<file path="src/rtl/display_arbiter_if.sv">
`default_nettype none
// ============================================================================
//  Module      : display_arbiter_if
//  Description : Source requests, display values and display-drive outputs
//                shared between the display arbiter and its surroundings.
//                Optional macro DISP_LAMPTEST_EN adds the lamp_test signal.
//  Revision    : 1.0  initial release
// ============================================================================
interface display_arbiter_if;
   logic       req_alarm;
   logic       req_edit;
   logic       req_run;
   logic       edit_field;
   logic [7:0] val_temp;
   logic [7:0] val_time;
   logic [7:0] val_set_temp;
   logic [7:0] val_set_time;
   logic [7:0] err_code;
`ifdef DISP_LAMPTEST_EN
   logic       lamp_test;
`endif
   logic       scan_tick;
   logic [1:0] page;
   logic [7:0] left_val;
   logic [7:0] right_val;
   logic       blank_left;
   logic       blank_right;
   logic       page_chg;

   // Side that supplies requests and values and consumes the display drive
   modport master (
      output req_alarm, req_edit, req_run, edit_field,
      output val_temp, val_time, val_set_temp, val_set_time, err_code,
`ifdef DISP_LAMPTEST_EN
      output lamp_test,
`endif
      input  scan_tick, page, left_val, right_val,
      input  blank_left, blank_right, page_chg
   );

   // The arbiter itself
   modport slave (
      input  req_alarm, req_edit, req_run, edit_field,
      input  val_temp, val_time, val_set_temp, val_set_time, err_code,
`ifdef DISP_LAMPTEST_EN
      input  lamp_test,
`endif
      output scan_tick, page, left_val, right_val,
      output blank_left, blank_right, page_chg
   );
endinterface
`default_nettype wire

</file>
<file path="src/rtl/display_arbiter.sv">
`default_nettype none
// ============================================================================
//  Module      : display_arbiter
//  Description : Shares the 8-digit "c=xx t=yy" display between the idle,
//                run, setpoint-edit and alarm pages. Generates the scan
//                strobe, arbitrates pages by priority with a minimum dwell,
//                blinks the edited half and saturates values to 0..99.
//                Optional macro DISP_LAMPTEST_EN adds a lamp-test override.
//  Revision    : 1.0  initial release
// ============================================================================
module display_arbiter #(
   parameter int CLK_DIV     = 1000,
   parameter int DWELL_TICKS = 512,
   parameter int BLINK_TICKS = 256
) (
   input  wire logic          clk,
   input  wire logic          rst,
   display_arbiter_if.slave   bus
);

   localparam int c_PRESC_W = (CLK_DIV > 1) ? $clog2(CLK_DIV) : 1;
   localparam int c_DWELL_W = $clog2(DWELL_TICKS + 1);
   localparam int c_BLINK_W = (BLINK_TICKS > 1) ? $clog2(BLINK_TICKS) : 1;

   localparam logic [c_PRESC_W-1:0] c_PRESC_MAX  = c_PRESC_W'(CLK_DIV - 1);
   localparam logic [c_DWELL_W-1:0] c_DWELL_INIT = c_DWELL_W'(DWELL_TICKS - 1);
   localparam logic [c_BLINK_W-1:0] c_BLINK_MAX  = c_BLINK_W'(BLINK_TICKS - 1);
   localparam logic [7:0]           c_VAL_MAX    = 8'd99;

   typedef enum logic [1:0] {
      PG_IDLE  = 2'd0,
      PG_RUN   = 2'd1,
      PG_EDIT  = 2'd2,
      PG_ALARM = 2'd3
   } page_t;

   logic [c_PRESC_W-1:0] r_presc;
   logic                 r_scan_tick;
   page_t                r_page;
   logic [c_DWELL_W-1:0] r_dwell;
   logic [c_BLINK_W-1:0] r_blink_cnt;
   logic                 r_blink_phase;
   logic                 r_page_chg;
   logic [7:0]           r_left;
   logic [7:0]           r_right;
   logic                 r_blank_left;
   logic                 r_blank_right;

   page_t                w_target;
   logic                 w_cur_req;
   logic                 w_switch;
   logic [7:0]           w_left;
   logic [7:0]           w_right;
   logic                 w_blank_left;
   logic                 w_blank_right;

   // Two-digit display halves cannot show more than 99
   function automatic logic [7:0] sat99(input logic [7:0] v);
      return (v > c_VAL_MAX) ? c_VAL_MAX : v;
   endfunction

   // Prescaler and registered scan strobe, one pulse per CLK_DIV clocks
   always_ff @(posedge clk or posedge rst) begin
      if (rst) begin
         r_presc     <= '0;
         r_scan_tick <= 1'b0;
      end else begin
         r_scan_tick <= (r_presc == c_PRESC_MAX);
         r_presc     <= (r_presc == c_PRESC_MAX) ? '0 : r_presc + c_PRESC_W'(1);
      end
   end

   // Priority target and switch decision; IDLE has no request of its own,
   // so leaving it always honours the dwell time
   always_comb begin
      w_target  = PG_IDLE;
      w_cur_req = 1'b1;
      if (bus.req_alarm)     w_target = PG_ALARM;
      else if (bus.req_edit) w_target = PG_EDIT;
      else if (bus.req_run)  w_target = PG_RUN;
      case (r_page)
         PG_RUN:   w_cur_req = bus.req_run;
         PG_EDIT:  w_cur_req = bus.req_edit;
         PG_ALARM: w_cur_req = bus.req_alarm;
         default:  w_cur_req = 1'b1;
      endcase
      w_switch = (w_target != r_page) &&
                 ((w_target == PG_ALARM) || !w_cur_req || (r_dwell == '0));
   end

   // Page state machine with dwell timer and edit-mode blink timer
   always_ff @(posedge clk or posedge rst) begin
      if (rst) begin
         r_page        <= PG_IDLE;
         r_dwell       <= '0;
         r_blink_cnt   <= '0;
         r_blink_phase <= 1'b0;
         r_page_chg    <= 1'b0;
      end else begin
         r_page_chg <= w_switch;
         if (w_switch) begin
            r_page        <= w_target;
            r_dwell       <= c_DWELL_INIT;
            r_blink_cnt   <= '0;
            r_blink_phase <= 1'b0;
         end else begin
            if (r_scan_tick && (r_dwell != '0))
               r_dwell <= r_dwell - c_DWELL_W'(1);
            if (r_scan_tick && (r_page == PG_EDIT)) begin
               if (r_blink_cnt == c_BLINK_MAX) begin
                  r_blink_cnt   <= '0;
                  r_blink_phase <= ~r_blink_phase;
               end else begin
                  r_blink_cnt <= r_blink_cnt + c_BLINK_W'(1);
               end
            end
         end
      end
   end

   // Content selection from the page in effect this clock
   always_comb begin
      w_left        = sat99(bus.val_temp);
      w_right       = sat99(bus.val_set_time);
      w_blank_left  = 1'b0;
      w_blank_right = 1'b0;
      case (r_page)
         PG_RUN: begin
            w_right = sat99(bus.val_time);
         end
         PG_EDIT: begin
            w_left        = sat99(bus.val_set_temp);
            w_right       = sat99(bus.val_set_time);
            w_blank_left  = r_blink_phase && !bus.edit_field;
            w_blank_right = r_blink_phase &&  bus.edit_field;
         end
         PG_ALARM: begin
            w_left        = sat99(bus.err_code);
            w_right       = 8'd0;
            w_blank_right = 1'b1;
         end
         default: begin
            w_left = sat99(bus.val_temp);
         end
      endcase
`ifdef DISP_LAMPTEST_EN
      // Lamp test lights every segment; arbitration keeps running underneath
      if (bus.lamp_test) begin
         w_left        = 8'd88;
         w_right       = 8'd88;
         w_blank_left  = 1'b0;
         w_blank_right = 1'b0;
      end
`endif
   end

   // Output register stage
   always_ff @(posedge clk or posedge rst) begin
      if (rst) begin
         r_left        <= 8'd0;
         r_right       <= 8'd0;
         r_blank_left  <= 1'b0;
         r_blank_right <= 1'b0;
      end else begin
         r_left        <= w_left;
         r_right       <= w_right;
         r_blank_left  <= w_blank_left;
         r_blank_right <= w_blank_right;
      end
   end

   assign bus.scan_tick   = r_scan_tick;
   assign bus.page        = r_page;
   assign bus.left_val    = r_left;
   assign bus.right_val   = r_right;
   assign bus.blank_left  = r_blank_left;
   assign bus.blank_right = r_blank_right;
   assign bus.page_chg    = r_page_chg;

endmodule
`default_nettype wire

</file>
<file path="src/flat_wrapper.sv">
// flat-port wrapper written by rule: the top's interface ports become plain ports
module display_arbiter_flat 
#(
   parameter int CLK_DIV     = 1000,
   parameter int DWELL_TICKS = 512,
   parameter int BLINK_TICKS = 256
)
  (clk, rst, bus_req_alarm, bus_req_edit, bus_req_run, bus_edit_field, bus_val_temp, bus_val_time, bus_val_set_temp, bus_val_set_time, bus_err_code, bus_scan_tick, bus_page, bus_left_val, bus_right_val, bus_blank_left, bus_blank_right, bus_page_chg);
  display_arbiter_if bus_i ();
  input  wire logic clk;
  input  wire logic rst;
  input wire logic [$bits(bus_i.req_alarm)-1:0] bus_req_alarm;
  input wire logic [$bits(bus_i.req_edit)-1:0] bus_req_edit;
  input wire logic [$bits(bus_i.req_run)-1:0] bus_req_run;
  input wire logic [$bits(bus_i.edit_field)-1:0] bus_edit_field;
  input wire logic [$bits(bus_i.val_temp)-1:0] bus_val_temp;
  input wire logic [$bits(bus_i.val_time)-1:0] bus_val_time;
  input wire logic [$bits(bus_i.val_set_temp)-1:0] bus_val_set_temp;
  input wire logic [$bits(bus_i.val_set_time)-1:0] bus_val_set_time;
  input wire logic [$bits(bus_i.err_code)-1:0] bus_err_code;
  output wire logic [$bits(bus_i.scan_tick)-1:0] bus_scan_tick;
  output wire logic [$bits(bus_i.page)-1:0] bus_page;
  output wire logic [$bits(bus_i.left_val)-1:0] bus_left_val;
  output wire logic [$bits(bus_i.right_val)-1:0] bus_right_val;
  output wire logic [$bits(bus_i.blank_left)-1:0] bus_blank_left;
  output wire logic [$bits(bus_i.blank_right)-1:0] bus_blank_right;
  output wire logic [$bits(bus_i.page_chg)-1:0] bus_page_chg;
  assign bus_i.req_alarm = bus_req_alarm;
  assign bus_i.req_edit = bus_req_edit;
  assign bus_i.req_run = bus_req_run;
  assign bus_i.edit_field = bus_edit_field;
  assign bus_i.val_temp = bus_val_temp;
  assign bus_i.val_time = bus_val_time;
  assign bus_i.val_set_temp = bus_val_set_temp;
  assign bus_i.val_set_time = bus_val_set_time;
  assign bus_i.err_code = bus_err_code;
  assign bus_scan_tick = bus_i.scan_tick;
  assign bus_page = bus_i.page;
  assign bus_left_val = bus_i.left_val;
  assign bus_right_val = bus_i.right_val;
  assign bus_blank_left = bus_i.blank_left;
  assign bus_blank_right = bus_i.blank_right;
  assign bus_page_chg = bus_i.page_chg;
  display_arbiter #(.CLK_DIV(CLK_DIV), .DWELL_TICKS(DWELL_TICKS), .BLINK_TICKS(BLINK_TICKS)) u_core (.clk(clk), .rst(rst), .bus(bus_i));
endmodule
</file>
<file path="config.mk">
export PLATFORM = sky130hd
export DESIGN_NAME = display_arbiter_flat
export DESIGN_NICKNAME = d
export VERILOG_FILES = /design/src/rtl/display_arbiter_if.sv /design/src/rtl/display_arbiter.sv /design/src/flat_wrapper.sv
export SDC_FILE = /design/constraint.sdc
export NUM_CORES = 1
export LEC_CHECK = 0
export ABC_AREA = 1
export BUFFER_PORTS_ARGS = -buffer_cell sky130_fd_sc_hd__buf_2
export CELL_PAD_IN_SITES_DETAIL_PLACEMENT = 1
export CELL_PAD_IN_SITES_GLOBAL_PLACEMENT = 1
export CORE_ASPECT_RATIO = 1.2
export CORE_MARGIN = 4
export CORE_UTILIZATION = 35
export DETAILED_ROUTE_END_ITERATION = 16
export PLACE_DENSITY = 0.7
export SETUP_SLACK_MARGIN = 0.1
export SLEW_MARGIN = 0
export SYNTH_ARGS = -nofsm -noshare
export SYNTH_HDL_FRONTEND = slang
export SYNTH_SLANG_ARGS = --single-unit
</file>
<file path="constraint.sdc">
create_clock -name clk -period 2.1 [get_ports clk]
set_input_delay 0.315 -clock clk [delete_from_list [all_inputs] [get_ports clk]]
set_output_delay 0.315 -clock clk [all_outputs]
set_load 0.02 [all_outputs]
</file>
[Word-level counts from Yosys, hierarchy flattened]
Cells that the tools add are included.
Storage, ports and cells
  register bits after elaboration: 51
  input port bits: 46
  output and inout bits: 22
  logic and storage cells: 64
Operators by class
  $add $sub $neg: 3
  $lt $le $gt $ge: 5
  eq/ne operators: 7
  multiplexer cells: 22
  bitwise operators: 1
  reductions and logical operators: 15
Operators by type and width (count)
  $mux 8: 8
  $gt 8x7->1 const B: 5
  $pmux 8 s2: 2
  $mux 10: 3
  $add 10x1->10 const B: 1
  $eq 10x10->1 const B: 1
  $logic_not 10->1: 1
  $reduce_bool 10->1: 1
  $sub 10x1->10 const B: 1
  $add 8x1->8 const B: 1
  $eq 8x8->1 const B: 1
  $eq 2x2->1 const B: 3
  $reduce_bool 2->1: 3
  $logic_and 1x1->1: 5
  $mux 1: 5
  $mux 2: 2
  $pmux 1 s3: 1
  $eq 2x1->1 const B: 1
  $logic_not 1->1: 2
  $logic_or 1x1->1: 2
  $ne 2x2->1: 1
  $pmux 1 s2: 1
  $reduce_and 2->1: 1
  $not 1->1: 1

[Logic depth before layout (Yosys ltp)]
  depth in word-level cells: 9
  depth in mapped cells: 10

[Worst setup path after synthesis]
Ideal clock, no wire load.
  path type: reg2reg
  from: reg u_core.r_dwell[0]
  to: reg u_core.r_blink_cnt[5]
  arrival time: 1.416 ns
  required time: 1.983 ns
  slack: 0.566 ns
  cell stages (with the launch flop): 11
  buffers on the path: 1
  path through: dfrtp_1 -> inv_1 -> ha_1 -> nand2_1 -> nor2_2 -> nand3_4 -> nand2_4 -> nand2_4 -> buf_8 -> nand3_1 -> nand2_1
On the way
  longest elaborated chain between the ends: 4
  elaborated cells on any way between the ends: 5
  those cells by class: 1 x mux; 4 x reduce/logical
Ends and longest elaborated chain
  start, declared: line display_arbiter.sv:40  | logic [c_DWELL_W-1:0] r_dwell;
  start signal, assigned: line display_arbiter.sv:103  | r_dwell <= c_DWELL_INIT;
  start signal, assigned: line display_arbiter.sv:108  | r_dwell <= r_dwell - c_DWELL_W'(1);
  $logic_not 10->1 (*): line display_arbiter.sv:88  | ((w_target == PG_ALARM) || !w_cur_req || (r_dwell == '0));
  $logic_or 1x1->1 (*): line display_arbiter.sv:88
  $logic_and 1x1->1 (*): line display_arbiter.sv:87  | w_switch = (w_target != r_page) &&
  $mux 8 or $reduce_bool 2->1 (tied branches)
  end signal, assigned: line display_arbiter.sv:114  | r_blink_cnt <= r_blink_cnt + c_BLINK_W'(1);
  end, declared: line display_arbiter.sv:41  | logic [c_BLINK_W-1:0] r_blink_cnt;
Mark *: on every way between the ends. The rest lies on a longest branch, timed or not.
A chain may end at the register's enable or synchronous reset.

[Final worst setup path]
  from: reg u_core.r_dwell[0]
  to: reg u_core.r_blink_cnt[4]
The elaborated chain is that of the path after synthesis.

==> qor.csv <==
metric,value,unit
outcome,finished clean,
minimum clock period,1.810,ns
post-route ant nets,0,
post-route setup TNS,0,ns
peak supply drop,324.2,uV
DRC Markers,0,
H-tree depth,2,
CTS tree,done,
crit path kind,register to register,
Worst-Skew Late Latency,0.31,ns
Syn Area/Cell,7.973,sq um
fin. max-slew vios,0,
Area Growth Syn to Fin,21.95,%
CP Buf/Inv Count,1,
most frequent cells in the layout,"73 x nand2_1, 67 x buf_2, 51 x dfrtp_1, 43 x nand3_1, 40 x inv_1",
WL final,7544,um
Worst Skew,0.005972,ns
Ys Warns,0,
CTS root buffer,clkbuf_8,
pre-CTS setup slack,0.3077,ns
Rows,34,
Fin. Hold Viols,0,
core area,0.007402,sq mm
CP max stage delay,0.41,ns
Design Power,2.266,mW
per-cell routed wire length,14.88,um
Register-to-Register Path Depth,9,
first-pass GRT wire length,12630,um
Arrival @ worst endpoint,2.00,ns
starting density of the core,36.73,%
vias in the first global route,2706,
CP top delay family,simple AND/OR/NAND/NOR gates,
register area share after synthesis,46.94,%
FILL cells,971,
Hold Path Stages,2,
Pwr Density,683.3,mW/mm^2
RD Place Congestion,0.8468,
Die Y,104.6,um
Max-Cap Viols,0,
clock sink count,51,
gr ovfl total,0,
startpoint types,register,
Die ar.,0.009248,sq mm
CP Capture Type,register,
routed vias,2542,
clk buf depth,2,
cell count after synthesis,341,
Clock transition at path regs,0.10,ns
Port-buffer cells,67,
worst setup margin,0.2904,ns
Die X-Extent,88.46,um
CP Max Fanout,25,
critical path cell sequence,inv_1 > ha_1 > nand2_1 > nor2_2 > nand3_4 > nand2_4 > nand2_8 > nand3b_1 > o21ai_0,
Seq cells post-synth,51,
leak pwr,1.731,nW
IO Pins,68,
Worst EP required,2.29,ns
Hold WC Path Type,input port to register,
fin crit share,86.17,%
First-pass DRT Iterations,4,
CP Depth,9,
maximum clock rate,552.6,MHz
# diodes,0,
unrepaired setup endpoints after global routing,no,
clock buffer count from CTS,5,
largest net degree at the start of global routing,27,
initial antenna violation count,0,
initial drt markers,73,
# nets final,465,
"slowest stage cell, crit path",dfrtp_1,
Yosys cell types,33,
Tot GR Track Use,17.12,%
"most common cell after layout, fill and taps aside",nand2_1,
HPWL after detailed placement,5920,um
Syn Std Cell Area,0.002719,sq mm
post-DR vias/cell,5.014,
endpoints failing setup,0,
layout cells sized above 1,24.46,%
[synthesized netlist by cell type]
master,instances,area (sq um)
dfrtp_1,51,1276
conb_1,1,3.750
clkinv_4,1,8.760
xnor2_1,3,26.28
buf_6,2,22.52
nand3_1,43,215.2
nand2_1,73,274.0
a21oi_4,1,16.27
nand2_2,4,25.02
nor2_2,3,18.77
inv_2,5,18.77
inv_1,41,153.9
clkinv_2,1,5.000
a21oi_1,5,25.02
a31oi_1,1,6.260
xor2_1,3,26.28
nand3_2,1,10.01
nand3b_1,3,22.52
nand3_4,1,17.52
a21o_1,1,7.510
o21ai_0,32,160.2
nor3_1,6,30.03
o211ai_1,1,7.510
o31ai_1,1,7.510
buf_8,1,15.01
nor2_1,34,127.6
nand2_4,4,45.04
nor2_4,1,11.26
o211ai_2,1,12.51
nand4_1,9,56.30
or2_2,1,6.260
o21bai_1,3,22.52
ha_1,3,37.54
[worst paths after layout]
path	slack [ns]	endpoint	start
max	0.29	u_core.r_blink_cnt[4]$_DFFE_PP0P_	u_core.r_dwell[0]$_DFFE_PP0P_
min	0.19	u_core.bus.blank_left$_DFF_PP0_	bus_edit_field
max reg2reg	0.29	u_core.r_blink_cnt[4]$_DFFE_PP0P_	u_core.r_dwell[0]$_DFFE_PP0P_
min reg2reg	0.51	u_core.r_presc[4]$_DFF_PP0_	u_core.r_presc[4]$_DFF_PP0_
max in group asynchronous	1.10	u_core.r_dwell[4]$_DFFE_PP0P_	rst
min in group asynchronous	0.49	u_core.bus.page_chg$_DFF_PP0_	rst
[cells by family (layout without fill, tap and decap cells)]
family                     Yosys count  count (layout)  synth area share (%)
buffers and inverters               51             126                 8.237
adders and majority gates            3               3                 1.381
xor gates and xnor gates             6               6                 1.933
and+or+nand+nor                    183             183                 31.62
AOI/OAI and AO/OA                   46              46                 9.756
other                                1               2                0.1379
DFF                                 51              51                 46.94
[power by group]
| group | total, mW | internal [mW] | switching, mW |
|---|---|---|---|
| combinational | 0.383 | 0.124 | 0.259 |
| sequential | 1.06 | 1.03 | 0.0260 |
| clock | 0.825 | 0.475 | 0.350 |
[layout make-up]
class / count / area [sq um] / area share [%]
clock inverter: 3 / 67.56 / 2.038
multi-input combinational: 240 / 1231 / 37.13
clock buffer: 5 / 68.82 / 2.075
timing repair buffer: 70 / 372.9 / 11.25
tap: 90 / 112.6 / 3.396
inverter: 48 / 186.4 / 5.623
sequential: 51 / 1276 / 38.49
[registers in the layout, indices dropped and copies added, names as in the netlist]
register	cells
u_core.bus.blank_left	1
u_core.bus.blank_right	1
u_core.bus.left_val	8
u_core.bus.page	2
u_core.bus.page_chg	1
u_core.bus.right_val	8
u_core.bus.scan_tick	1
u_core.r_blink_cnt	8
u_core.r_blink_phase	1
u_core.r_dwell	10
u_core.r_presc	10
[metal layers]
metal,routed length (um),global-route usage (%)
met1,3264,21.50
met2,3730,29.30
met4,150,4.644
met3,398,3.701
met5,0,0
[repair_timing]
item                                   in CTS  in global routing
endpoints found under the hold margin      11                  0
setup endpoints to repair                   0                  2
gates resized for setup                     0                  1
setup buffers                               0                  0
hold buffers                                1                  0
[metrics by stage]
stage                     std cells  instance area [sq um]  hold slack, ns  utilization [%]
after detailed placement        498                   3161          0.2823            42.70
after global placement          498                   3161          0.2764            42.70
after CTS                       507                   3307          0.1855            44.68
final                           507                   3316          0.1878            44.79
after global routing            507                   3316          0.1890            44.79
after floorplan                 342                   2723          0.3877                -
No activity file was read; power rests on OpenSTA's default activity.
